## config.mk

```make
export PLATFORM = sky130hd
export DESIGN_NAME = load_store_unit
export DESIGN_NICKNAME = d
export VERILOG_FILES = /design/src/rtl/load_store_unit.sv
export SDC_FILE = /design/constraint.sdc
export NUM_CORES = 1
export LEC_CHECK = 0
export ABC_AREA = 1
export BUFFER_PORTS_ARGS = -buffer_cell sky130_fd_sc_hd__buf_2
export CORE_MARGIN = 2
export CORE_UTILIZATION = 42
export DETAILED_ROUTE_END_ITERATION = 12
export PLACE_DENSITY_LB_ADDON = 0.25
export SLEW_MARGIN = 0
export SYNTH_ARGS = -nofsm -noshare
export SYNTH_HDL_FRONTEND = slang
export SYNTH_SLANG_ARGS = --single-unit
```

## constraint.sdc

```tcl
create_clock -name clock -period 1.6 [get_ports clock]
set_input_delay 0.24 -clock clock [delete_from_list [all_inputs] [get_ports clock]]
set_output_delay 0.24 -clock clock [all_outputs]
set_load 0.1 [all_outputs]
```

## src/rtl/load_store_unit.sv

```systemverilog
// load_store_unit
//   Core-side initiator for the byte-addressed data-memory port. It accepts
//   one load/store at a time from execute and drives the memory port with
//   registered outputs. Loads wait out the memory's one-edge read latency and
//   return a sign- or zero-extended result. Illegal sizes and misaligned
//   accesses (when not allowed) return a fault without touching memory.
//
// Ports
//   clock, reset_n            clock, asynchronous active-low reset
//   request_valid/ready       request handshake (ready only in IDLE)
//   request_write             1 store, 0 load
//   request_size              0 byte, 1 half, 2 word, 3 illegal
//   request_unsigned          zero-extend loads when 1
//   request_address           byte address
//   request_write_data        store data (low bytes used)
//   response_valid            one-cycle completion pulse
//   response_fault            qualifies response_valid
//   response_read_data        extended load data, 0 for stores/faults
//   memory_address            byte address to memory (registered)
//   memory_write_value        store data, byte0 at memory_address (registered)
//   memory_read_value         memory read data, valid the cycle after READ
//   memory_write_sections     bit0 byte0, bit1 byte1, bit2 bytes2+3; 0 = read
module load_store_unit #(
  parameter bit          ALLOW_MISALIGNED = 1'b1,
  parameter logic [31:0] RESET_ADDRESS    = 32'h0
) (
  input  logic        clock,
  input  logic        reset_n,
  input  logic        request_valid,
  output logic        request_ready,
  input  logic        request_write,
  input  logic [1:0]  request_size,
  input  logic        request_unsigned,
  input  logic [31:0] request_address,
  input  logic [31:0] request_write_data,
  output logic        response_valid,
  output logic        response_fault,
  output logic [31:0] response_read_data,
  output logic [31:0] memory_address,
  output logic [31:0] memory_write_value,
  input  logic [31:0] memory_read_value,
  output logic [2:0]  memory_write_sections
);

  typedef enum logic [2:0] {
    IDLE    = 3'd0,
    WRITE   = 3'd1,
    READ    = 3'd2,
    RESPOND = 3'd3,
    FAULT   = 3'd4
  } state_t;

  state_t      state, state_next;
  logic        accept;
  logic        misaligned;
  logic [1:0]  size_q;
  logic        unsigned_q;

  function automatic logic [2:0] section_mask(input logic [1:0] size);
    case (size)
      2'd0:    section_mask = 3'b001;
      2'd1:    section_mask = 3'b011;
      default: section_mask = 3'b111;
    endcase
  endfunction

  function automatic logic [31:0] extend_load(input logic [31:0] value,
                                              input logic [1:0]  size,
                                              input logic        zero_ext);
    case (size)
      2'd0:    extend_load = {{24{~zero_ext & value[7]}}, value[7:0]};
      2'd1:    extend_load = {{16{~zero_ext & value[15]}}, value[15:0]};
      default: extend_load = value;
    endcase
  endfunction

  assign accept = (state == IDLE) && request_valid;

  always_comb begin
    misaligned = 1'b0;
    case (request_size)
      2'd1:    misaligned = request_address[0];
      2'd2:    misaligned = (request_address[1:0] != 2'b00);
      default: misaligned = 1'b0;
    endcase
  end

  always_comb begin
    state_next = state;
    case (state)
      IDLE: begin
        if (accept) begin
          if (request_size == 2'd3)
            state_next = FAULT;
          else if (!ALLOW_MISALIGNED && misaligned)
            state_next = FAULT;
          else if (request_write)
            state_next = WRITE;
          else
            state_next = READ;
        end
      end
      WRITE:   state_next = IDLE;
      READ:    state_next = RESPOND;
      RESPOND: state_next = IDLE;
      FAULT:   state_next = IDLE;
      default: state_next = IDLE;
    endcase
  end

  always_ff @(posedge clock or negedge reset_n) begin
    if (!reset_n)
      state <= IDLE;
    else
      state <= state_next;
  end

  // Memory-side outputs are registered and loaded on the accept edge so they
  // are stable for the whole WRITE/READ cycle. Sections only go nonzero for
  // a cycle that will actually be WRITE; reset clears them asynchronously so
  // an interrupted store never lands.
  always_ff @(posedge clock or negedge reset_n) begin
    if (!reset_n) begin
      memory_address        <= RESET_ADDRESS;
      memory_write_value    <= 32'h0;
      memory_write_sections <= 3'b000;
    end else begin
      if (accept) begin
        memory_address     <= request_address;
        memory_write_value <= request_write_data;
      end
      memory_write_sections <= (state_next == WRITE) ? section_mask(request_size) : 3'b000;
    end
  end

  always_ff @(posedge clock) begin
    if (accept) begin
      size_q     <= request_size;
      unsigned_q <= request_unsigned;
    end
  end

  // Read data only becomes valid after the memory's capture edge, so the
  // response is decoded from state and formed combinationally in RESPOND.
  assign request_ready      = (state == IDLE);
  assign response_valid     = (state == WRITE) || (state == RESPOND) || (state == FAULT);
  assign response_fault     = (state == FAULT);
  assign response_read_data = (state == RESPOND) ?
                              extend_load(memory_read_value, size_q, unsigned_q) : 32'h0;

endmodule

```

---- Word-level counts from Yosys, hierarchy flattened ----
Cells that the tools add are included.
storage, ports and cells
  input bits .............................. 103
  bits in registers ....................... 73
  output and inout port bits .............. 102
  word-level logic and storage cells ...... 31
cells by class
  multiplexer cells ....................... 8
  eq/ne operators ......................... 8
  reduce and logical (&&, ||, !) cells .... 6
  bitwise logic cells ..................... 3
operator list
  operator                                              count
  one-hot mux 32 bit (2 select lines)                   1
  2-to-1 mux 32 bit                                     1
  one-hot mux 3 bit (2 select lines)                    2
  2-to-1 mux 3 bit                                      3
  equality test 3 x 1 -> 1 bit (second input constant)  2
  equality test 3 x 2 -> 1 bit (second input constant)  2
  equality test 2 x 1 -> 1 bit (second input constant)  2
  zero test 2 bit                                       2
  equality test 3 bit (second input constant)           1
  zero test 3 bit                                       1
  AND 1 bit                                             2
  equality test 2 bit (second input constant)           1
  logical OR 1 bit                                      2
  2-to-1 mux 2 bit                                      1
  logical AND 1 bit                                     1
  NOT 1 bit                                             1

---- Logic depth before layout (Yosys ltp) ----
Gate-level depths: netlist of the first run.
  word-level depth ........................ 6
  mapped depth ............................ 7
  depth with buffers taken out ............ 6

---- Worst setup path after synthesis of the first run ----
No wires, ideal clock.
  path kind ............................... reg-to-output
  from .................................... register state[0]
  to ...................................... output response_valid
  data required time ...................... 1.360 ns
  path slack .............................. -1.189 ns
  stages on the path, launching flop included .. 3
  buffers on the path ..................... 0
  arrival time ............................ 2.549 ns
  path through ............................ dfrtp_1 > inv_1 > o21ai_0
on the way
  word-level cells in the longest chain between the ends .. 3
  elaborated cells on any way between the ends .. 5
  classes of those cells .................. eq/ne (3); reduce/logical (2)
RTL lines
  element                                                                       line  RTL
  from (decl)                                                                   53    state_t state, state_next;
  from (signal assigned)                                                        115   state <= state_next;
  equality test 3 x 1 -> 1 bit or equality test 3 x 2 -> 1 bit (tied branches)  146   assign response_valid = (state == WRITE) || (state == RESPOND) || (state == FAULT);
  logical OR 1 bit                                                              146
  logical OR 1 bit (*)                                                          146
  to (decl)                                                                     36    output logic response_valid,
Every way passes the cells marked *; elsewhere a longest branch is shown, timed or not.

---- Worst setup path after layout of the first run ----
  from .................................... register size_q[0]
  to ...................................... output response_read_data[27]
on the way
  word-level cells in the longest chain between the ends .. 3
  elaborated cells on any way between the ends .. 4
  classes of those cells .................. eq/ne (1); mux (2); reduce/logical (1)
RTL lines
  element                                                          line  RTL
  from (decl)                                                      56    logic [1:0] size_q;
  from (signal assigned)                                           138   size_q <= request_size;
  equality test 2 x 1 -> 1 bit or zero test 2 bit (tied branches)  70    case (size)
  one-hot mux 32 bit (2 select lines) (*)                          70
  2-to-1 mux 32 bit (*)                                            148   assign response_read_data = (state == RESPOND) ?
  to (decl)                                                        38    output logic [31:0] response_read_data,
Marked as above.

==> impl_metrics.csv, run 1 <==
group,metric,value,unit
logic_synthesis,ys_ff_latch,73,
cts,root_buffer,"clkbuf_8",
finish,stdcell_count,711,
logic_synthesis,muxShareOfSynthArea,0,
global_route,grt_overflow,0,
logic_synthesis,synthDominantCellAreaShare,0.571,
cts,path_clk_slew,0.08,ns
die,num_rows,31,
cts,clock-sinks,73,
route,drc,0,
finish,n_antenna_cell,0,
sta,whs,0.0907,ns
critical_path,startpoint_type,"flop",
route,via_per_inst,4.64,
logic_synthesis,yosys.area_share.adder,0,
cts,cts_tree,"done",
cts,clockBufferDepth,2,
placed_design,gp_congestion,0.770,
critical_path,required,1.36,ns
finish,drive_above_1_share,0.493,
global_route,grt_max_degree,71,
cts,cts_buffers,9,
die,die_w,89.5,um
critical_path,cpMaxStageDelayCell,"edfxtp_1",
run_status,outcome,"finished, violations left",
sta,setup_viol,35,
route,drt_wl_total,10200,um
logic_synthesis,yosysSeqAreaShare,0.600,
route,drt_iter0_drc,128,
sta,worst_slew_pin_slew,0.522,ns
finish,areaGrowthSynthToFinish,83.4,%
logic_synthesis,synth-simple-area-share,0.323,
placed_design,numPortBuffers,204,
route,num_vias,3300,
critical_path,cpMostUsedCell,"nor2_4",
critical_path,cpPeakStageDelay,0.45,ns
logic_synthesis,synthFlopType,"dfrtp_1",
sta,slew_headroom,0.655,
route,final_antenna_net_count,0,
cts,cts_max_level,3,
min_path,hp-class,"in -> reg",
logic_synthesis,synth_compound_area_frac,0.0179,
logic_synthesis,yosysUniqueCellTypes,16,
finish,nets,710,
logic_synthesis,yosysMostFrequentCell,"nand2_1",
die,design.core.area,0.00718,mm^2
critical_path,critical_path.max_fanout,6,
logic_synthesis,synth_common_cells,"206 x nand2_1, 70 x dfrtp_1, 46 x nor2_1",
sta,max_freq,0.525,GHz
critical_path,cp_cell_sequence,"nor2_4 -> nand2_4 -> nand3_4 -> nand2_8 -> clkbuf_16 -> nor2_4 -> buf_12",
sta,min_period,1.91,ns
logic_synthesis,async_flop_share,0.959,
logic_synthesis,synthCells,379,
sta,period_share,1.19,
sta,worst_slack,-0.306,ns
logic_synthesis,syn_avg_cell_area,8.09,um^2
die,top_level_ports,205,
logic_synthesis,synth_top_family_by_area,"simple AND/OR/NAND/NOR gates",
logic_synthesis,synthTopCellsByArea,"dfrtp_1 57%, nand2_1 25%, nor2_1 5.6%",
run_status,violations,"negative setup slack",
flow_run,max_cap_violations,0,
logic_synthesis,synth_top_cell_by_area,"dfrtp_1",
logic_synthesis,synth_xor_area_frac,0,
sta,rsz0062_at_grt,"true",
placed_design,hpwl,6840,um
placed_design,dpl.cell_count,678,
die,die_area,0.00800,mm^2
die,initial_core_util,0.428,
cts,clk_latency,0.34,ns
global_route,grt_use_total,0.225,
placed_design,pre_cts_ws,0.0129,ns
die,die_height,89.5,um
sta,drv_slew,0,
global_route,grt_pass1_wl,13700,um
logic_synthesis,synth-edff-count,3,
critical_path,worstSetupPathType,"reg -> out",
global_route,antenna_found_initial,0,
critical_path,crit_arrival,1.67,ns
global_route,grt_pass1_vias,3028,
finish,n_fill_cell,461,
logic_synthesis,syn_nets,482,
logic_synthesis,synth_area,0.00307,mm^2
sta,finClkSkew,0.00661,ns
sta,finalHoldViolCount,0,
logic_synthesis,ys_warn_count,0,
critical_path,endpoint_kind,"output port",
route,wire_per_inst,14.3,um
route,first_pass_iters,4,
## worst max-delay path: cells and delay by family (launching register included)
kind	cells	cell delay, ns
simple gates	5	0.53
flops	1	0.45
buf+inv	2	0.36
## kinds of logic after synthesis
kind of cell	after synthesis
compound gates	11
flops	73
simple gates	260
buf+inv	35
## cells in the final DEF (no fill, tap or decap), types with 2 or more instances in the layout
cell,instances
inv_2,3
nand3_4,2
clkbuf_8,11
buf_4,14
inv_1,13
buf_2,169
edfxtp_1,3
nand2_1,202
dfrtp_1,69
nor3_2,2
buf_12,41
nand2_4,3
clkinv_2,2
buf_6,5
clkbuf_16,4
nor2_1,18
nor2_4,25
a21oi_4,8
o21ai_1,2
nor2_2,3
## sequential cells by signal (all words and copies together), names as in the netlist
name                   count
unsigned_q                 1
memory_write_sections      3
state                      3
memory_write_value        32
memory_address            32
size_q                     2
## per-layer routing
metal	global-route usage	up-vias	wire (um)	part of all wire
met4	0.0828	0	167	0.016
met1	0.259	1545	3690	0.36
met3	0.0665	14	931	0.091
li1	-	1595	-	-
met5	0	-	0	0
met2	0.397	146	5400	0.53
## metrics by stage
stage | area, um^2 | utilization | TNS (ns)
finish | 5630 | 0.784 | -8.18
global route | 5630 | 0.784 | -10.57
CTS | 5410 | 0.754 | -6.53
detailed placement | 5100 | 0.710 | 0
global placement | 5100 | 0.710 | 0
floorplan | 3440 | - | -39.24
## worst paths after layout
check / to / start / slack [ns] / depth (start not counted)
setup / recovery: response_read_data[27] / size_q[0] / -0.31 / 7
hold / removal: memory_address[23] / request_address[23] / 0.09 / 3
setup reg to reg: memory_address[26] / state[2] / 0.09 / 7
hold reg to reg: memory_write_value[21] / memory_write_value[21] / 0.47 / 2
max in group asynchronous: state[0] / reset_n / 0.82 / 3
min in group asynchronous: memory_write_value[15] / reset_n / 0.47 / 3
## timing repair
item	4_1_cts	5_1_grt
hold buffers	1	0
pin swaps	3	5
gates cloned	1	5
resized for setup	11	17
endpoints found under the hold margin	70	0
buffers inserted	3	9
endpoints found under the setup margin	32	95
## cell type report
| type | count | area, um^2 | area share |
|---|---|---|---|
| clock inverter | 4 | 47.5 | 0.00845 |
| inverter | 18 | 72.6 | 0.0129 |
| timing repair buffer | 234 | 1940 | 0.345 |
| clock buffer | 12 | 176 | 0.0314 |
| tap | 99 | 124 | 0.0220 |
| sequential | 73 | 1840 | 0.328 |
| multi-input combinational | 271 | 1420 | 0.253 |
Power of run 1 is not shown: default switching activity piles up to over one toggle a cycle in this logic, so the estimate is an artifact.
==> run 2: changes to the inputs <==
--- a/config.mk
+++ b/config.mk
@@ -7,7 +7,7 @@
 export LEC_CHECK = 0
 export ABC_AREA = 1
 export BUFFER_PORTS_ARGS = -buffer_cell sky130_fd_sc_hd__buf_2
-export CORE_MARGIN = 2
+export CORE_MARGIN = 10
 export CORE_UTILIZATION = 42
 export DETAILED_ROUTE_END_ITERATION = 12
 export PLACE_DENSITY_LB_ADDON = 0.25
==> run 2 against run 1 <==
Against the previous run:
- the flow still finishes with violations (negative setup slack)
- clock skew about the same
- routed wire length increased by 7.8%
- critical path depth unchanged
- sequential cell count unchanged
- die area increased by 39%
- non-clock buffer count decreased by 15
- count of clock-buffer cells in the layout increased by 1
- sequential share of layout area increased by 1.9 points
==> impl_metrics.csv, run 2 (synthesized netlist as in run 1, its figures left out) <==
group,metric,value,unit
sta,min_period,1.84,ns
global_route,grt_max_degree,71,
placed_design,numPortBuffers,204,
die,design.core.area,0.00718,mm^2
global_route,grt_pass1_vias,3263,
finish,reg_top3,"memory_address (32), memory_write_value (32)",
route,first_pass_iters,4,
finish,stdcell_count,694,
critical_path,endpoint_kind,"output port",
cts,clock-sinks,73,
global_route,grt_overflow,0,
die,die_area,0.0111,mm^2
sta,period_share,1.15,
sta,finClkSkew,0.00690,ns
run_status,outcome,"finished, violations left",
finish,drive_above_1_share,0.467,
finish,final_common_cell,"nand2_1",
cts,cts_tree,"done",
finish,multi_input_area,0.00139,mm^2
critical_path,cpPeakStageDelay,0.45,ns
global_route,antenna_found_initial,0,
finish,areaGrowthSynthToFinish,73.5,%
global_route,grt_pass1_wl,17200,um
critical_path,critPathTopFamily,"flip-flops",
finish,seq_area,0.00184,mm^2
sta,max_freq,0.542,GHz
cts,cts_max_level,3,
critical_path,startpoint_type,"flop",
placed_design,pre_cts_ws,0.0344,ns
die,die_w,105,um
route,num_vias,3177,
min_path,hold_path.startpoint,"request_unsigned",
critical_path,cpMaxStageDelayCell,"edfxtp_1",
min_path,worstHoldEndpoint,"unsigned_q",
global_route,grt_use_total,0.191,
finish,final_cell_mix,"203 x nand2_1, 169 x buf_2, 69 x dfrtp_1, 39 x buf_12, 26 x nor2_4",
placed_design,hpwl,8770,um
critical_path,required,1.36,ns
critical_path,rr_startpoint,"state[1]",
critical_path,crit_arrival,1.60,ns
placed_design,dpl.cell_count,676,
cts,clockBufferDepth,2,
run_status,violations,"negative setup slack",
critical_path,cp_cell_sequence,"nor2_4 -> nand2_4 -> nand3_2 -> nand2_4 -> buf_12 -> nor2_4 -> buf_12",
sta,worst_slack,-0.244,ns
finish,n_fill_cell,518,
sta,setup_viol,26,
critical_path,r2r_end,"memory_write_value[18]",
min_path,hp-class,"in -> reg",
cts,clk_latency,0.32,ns
sta,worst_slew_pin_slew,0.517,ns
sta,rsz0062_at_grt,"true",
sta,slew_headroom,0.658,
cts,path_clk_slew,0.07,ns
route,wire_per_inst,15.8,um
sta,fin_setup_tns,-5.36,ns
die,num_rows,31,
sta,whs,0.0879,ns
finish,n_antenna_cell,0,
route,via_per_inst,4.58,
critical_path,r2r_slack,0.13,ns
die,initial_core_util,0.428,
die,die_height,105,um
placed_design,gp_congestion,0.773,
flow_run,max_cap_violations,0,
sta,finalHoldViolCount,0,
critical_path,reg2reg_depth,7,
min_path,hold_path_depth,1,
critical_path,critical_path.max_fanout,16,
route,final_antenna_net_count,0,
critical_path,crit_buf_inv,2,
route,drt_wl_total,11000,um
die,top_level_ports,205,
route,drt_iter0_drc,169,
cts,root_buffer,"clkbuf_8",
sta,drv_slew,0,
finish,nets,695,
route,drc,0,
critical_path,worstSetupPathType,"reg -> out",
cts,cts_buffers,9,
-- run 2: per-stage QoR --
step           cell area (um^2)  utilization
6_report                   5320        0.742
3_3_place_gp               5070        0.706
5_1_grt                    5320        0.742
4_1_cts                    5260        0.733
2_1_floorplan              3440            -
3_5_place_dp               5070        0.706
-- run 2: area by class of cell --
| type | instances | area share |
|---|---|---|
| multi-input cells | 271 | 0.261 |
| well taps | 99 | 0.0233 |
| clock buffers | 13 | 0.0280 |
| repair buffers | 219 | 0.327 |
| inverters | 18 | 0.0132 |
| flip-flops and latches | 73 | 0.346 |
| clock inverters | 1 | 0.000941 |
-- run 2: worst register-to-register path, stage by stage, from the launching register on --
cell and delay (ns):
dfrtp_1 0.40, buf_6 0.14, nor3_4 0.24, nand2_2 0.15, inv_4 0.14, clkbuf_16 0.20
nand2_1 0.07, nand2_1 0.06
-- run 2: routing by layer --
layer	global-route usage	wire length, um
met5	0	0
met4	0.0510	155
met3	0.0865	1180
met2	0.324	5360
met1	0.214	4280
-- run 2: repair_timing --
action / in CTS / in global routing
hold buffers: 1 / 0
endpoints found under the setup margin: 33 / 90
resized for setup: 7 / 9
endpoints found under the hold margin: 70 / 0
setup buffers: 1 / 2
pin swaps: 3 / 4
cloned: 0 / 1
-- run 2: how the worst max path moves through the flow --
stage / from / end / slack [ns] / depth (start not counted)
2_1_floorplan: state[0] / response_valid / -0.49 / 2
3_3_place_gp: unsigned_q / response_read_data[21] / 0.08 / 7
3_5_place_dp: unsigned_q / response_read_data[21] / 0.03 / 7
4_1_cts: size_q[0] / response_read_data[19] / -0.26 / 7
5_1_grt: size_q[0] / response_read_data[28] / -0.33 / 7
6_report: size_q[0] / response_read_data[19] / -0.24 / 7
Power of run 2 is left out for the same reason.
==> run 3: changes to the inputs <==
--- a/config.mk
+++ b/config.mk
@@ -5,8 +5,9 @@
 export SDC_FILE = /design/constraint.sdc
 export NUM_CORES = 1
 export LEC_CHECK = 0
-export ABC_AREA = 1
+export ABC_AREA = 0
 export BUFFER_PORTS_ARGS = -buffer_cell sky130_fd_sc_hd__buf_2
+export CORE_ASPECT_RATIO = 1.1
 export CORE_MARGIN = 10
 export CORE_UTILIZATION = 42
 export DETAILED_ROUTE_END_ITERATION = 12
==> run 3 against run 2 <==
Against the previous run:
- the flow still finishes with violations (negative setup slack)
- synthesized cell count fell by 39%
- cell count is 19% lower
- core utilization grew 10 points
- register-to-register slack got worse by 0.31 ns
- maximum frequency decreased by 11%
- setup slack got worse by 0.23 ns
- sequential cell count stayed put
- highest routed layer unchanged
==> impl_metrics.csv, run 3 <==
group,metric,value,unit
logic_synthesis,yosysUniqueCellTypes,25,
cts,clk_latency,0.35,ns
flow_run,max_cap_violations,0,
logic_synthesis,synth_common_cells,"70 x dfrtp_1, 65 x mux2_2, 25 x a21oi_1",
cts,path_clk_slew,0.09,ns
route,drc,0,
sta,min_period,2.07,ns
logic_synthesis,synthTopCellsByArea,"dfrtp_1 57%, mux2_2 24%, a21oi_1 4.0%",
finish,reg_top3,"memory_address (32), memory_write_value (32)",
die,die_w,102,um
die,die_height,110,um
die,top_level_ports,205,
sta,worst_slack,-0.471,ns
finish,final_common_cell,"buf_2",
min_path,hp-class,"in -> reg",
critical_path,critical_path.max_fanout,8,
sta,worst_slew_pin_slew,0.506,ns
die,num_rows,32,
cts,root_buffer,"clkbuf_8",
run_status,violations,"negative setup slack",
sta,setup_viol,104,
global_route,grt_max_degree,71,
die,design.core.area,0.00709,mm^2
logic_synthesis,synth_area,0.00309,mm^2
global_route,grt_overflow,0,
finish,areaGrowthSynthToFinish,93.7,%
logic_synthesis,ys_warn_count,0,
sta,period_share,1.29,
placed_design,numPortBuffers,204,
logic_synthesis,yosysMostFrequentCell,"dfrtp_1",
route,first_pass_iters,4,
critical_path,worstSetupPathType,"reg -> out",
sta,slew_headroom,0.665,
critical_path,cp_cell_sequence,"or4b_4 -> buf_12 -> a21oi_4 -> buf_12",
sta,fin_setup_tns,-18.41,ns
critical_path,cpPeakStageDelay,0.56,ns
critical_path,startpoint_type,"flop",
finish,n_antenna_cell,0,
cts,clock-sinks,73,
logic_synthesis,synthFlopType,"dfrtp_1",
route,wire_per_inst,21.8,um
sta,drv_slew,0,
die,initial_core_util,0.436,
global_route,grt_pass1_wl,17400,um
sta,finalHoldViolCount,0,
global_route,grt_pass1_vias,3252,
cts,cts_max_level,3,
route,drt_iter0_drc,121,
critical_path,endpoint_kind,"output port",
run_status,outcome,"finished, violations left",
route,via_per_inst,5.10,
critical_path,cpMostUsedCell,"buf_12",
critical_path,crit_arrival,1.83,ns
global_route,antenna_found_initial,0,
logic_synthesis,syn_nets,335,
logic_synthesis,synth_top_cell_by_area,"dfrtp_1",
logic_synthesis,synthCells,232,
placed_design,gp_congestion,0.811,
finish,drive_above_1_share,0.782,
sta,finClkSkew,0.0203,ns
route,final_antenna_net_count,0,
logic_synthesis,ys_ff_latch,73,
cts,clockBufferDepth,2,
critical_path,cpMaxStageDelayCell,"or4b_4",
global_route,grt_use_total,0.199,
cts,cts_buffers,9,
route,num_vias,2868,
cts,cts_tree,"done",
route,drt_wl_total,12300,um
placed_design,hpwl,8010,um
logic_synthesis,yosysSeqAreaShare,0.596,
finish,final_cell_mix,"169 x buf_2, 68 x dfrtp_1, 65 x mux2_4, 48 x buf_12, 17 x nor2_4",
critical_path,required,1.36,ns
finish,nets,575,
sta,rsz0062_at_grt,"true",
logic_synthesis,syn_avg_cell_area,13.3,um^2
logic_synthesis,synthDominantCellAreaShare,0.567,
logic_synthesis,synth-edff-count,3,
logic_synthesis,async_flop_share,0.959,
die,die_area,0.0112,mm^2
critical_path,crit_buf_inv,2,
critical_path,critPathTopFamily,"simple AND/OR/NAND/NOR gates",
sta,max_freq,0.483,GHz
-- run 3: changes by cell type in the layout (fill, tap and decap cells not counted), sizes merged, moves of 15 or more --
| cell | before | now |
|---|---|---|
| nor2 | 46 | 18 |
| mux2 | 0 | 65 |
| buf | 217 | 242 |
| nand2 | 207 | 2 |
| inv | 17 | 2 |
| a21oi | 8 | 25 |
-- run 3: area by class of cell --
cell class	instances	area, um^2
clock buffers	11	141
clock inverters	5	80.1
fillers	355	1100
inverters	2	10.0
multi-input cells	141	1690
flip-flops and latches	73	1840
well taps	85	106
repair buffers	245	2110
-- run 3: stage by stage --
stage               setup slack [ns]  cells  instance area, um^2  hold WS (ns)  utilization
detailed placement            -0.171    527                 4920         0.294        0.695
global route                  -0.523    562                 5990        0.0491        0.845
global placement              -0.145    527                 4920         0.285        0.695
floorplan                     -0.427    232                 3420       -0.0556            -
CTS                           -0.458    563                 5890        0.0590        0.831
finish                        -0.471    562                 5990        0.0696        0.845
-- run 3: worst reg2reg max path, cell delays in order, from the launching register on --
cell     delay [ns]
dfrtp_2        0.41
buf_6          0.13
buf_12         0.12
nor4b_4        0.26
buf_6          0.21
buf_12         0.12
buf_12         0.13
mux2_4         0.30
-- run 3: per-layer routing --
metal / vias up / routed length (um) / part of all wire / track usage
li1: 1283 / - / - / -
met1: 1423 / 4530 / 0.37 / 0.206
met2: 152 / 6290 / 0.51 / 0.361
met3: 10 / 1350 / 0.11 / 0.0953
met4: 0 / 90 / 0.0073 / 0.0348
met5: - / 0 / 0 / 0
-- run 3: kinds of logic (layout without fill, tap and decap cells) --
kind of cell	Yosys count	count (layout)	synth area share
flip-flops	73	73	0.596
multiplexers	65	65	0.237
AND/OR/NAND/NOR	38	38	0.0692
AO/OA/AOI/OAI	37	37	0.0627
buffers and inverters	18	263	0.0328
XOR/XNOR	1	1	0.00283
-- run 3: timing repair --
action / in CTS / in global routing
cloned: 6 / 2
pin swaps: 9 / 14
setup endpoints to repair: 100 / 106
setup buffers: 13 / 6
hold endpoints to repair: 70 / 0
gates resized for setup: 141 / 42
hold buffers: 1 / 0
-- run 3: final timing paths --
kind,startpoint,slack [ns],to,cells after the start
setup / recovery,unsigned_q,-0.47,response_read_data[13],4
hold / removal,request_unsigned,0.07,unsigned_q,1
setup reg to reg,state[2],-0.18,memory_write_value[16],7
hold reg to reg,memory_address[21],0.51,memory_address[21],1
max in group asynchronous,reset_n,0.82,state[1],3
min in group asynchronous,reset_n,0.44,memory_address[14],3
Power of run 3 is left out for the same reason.
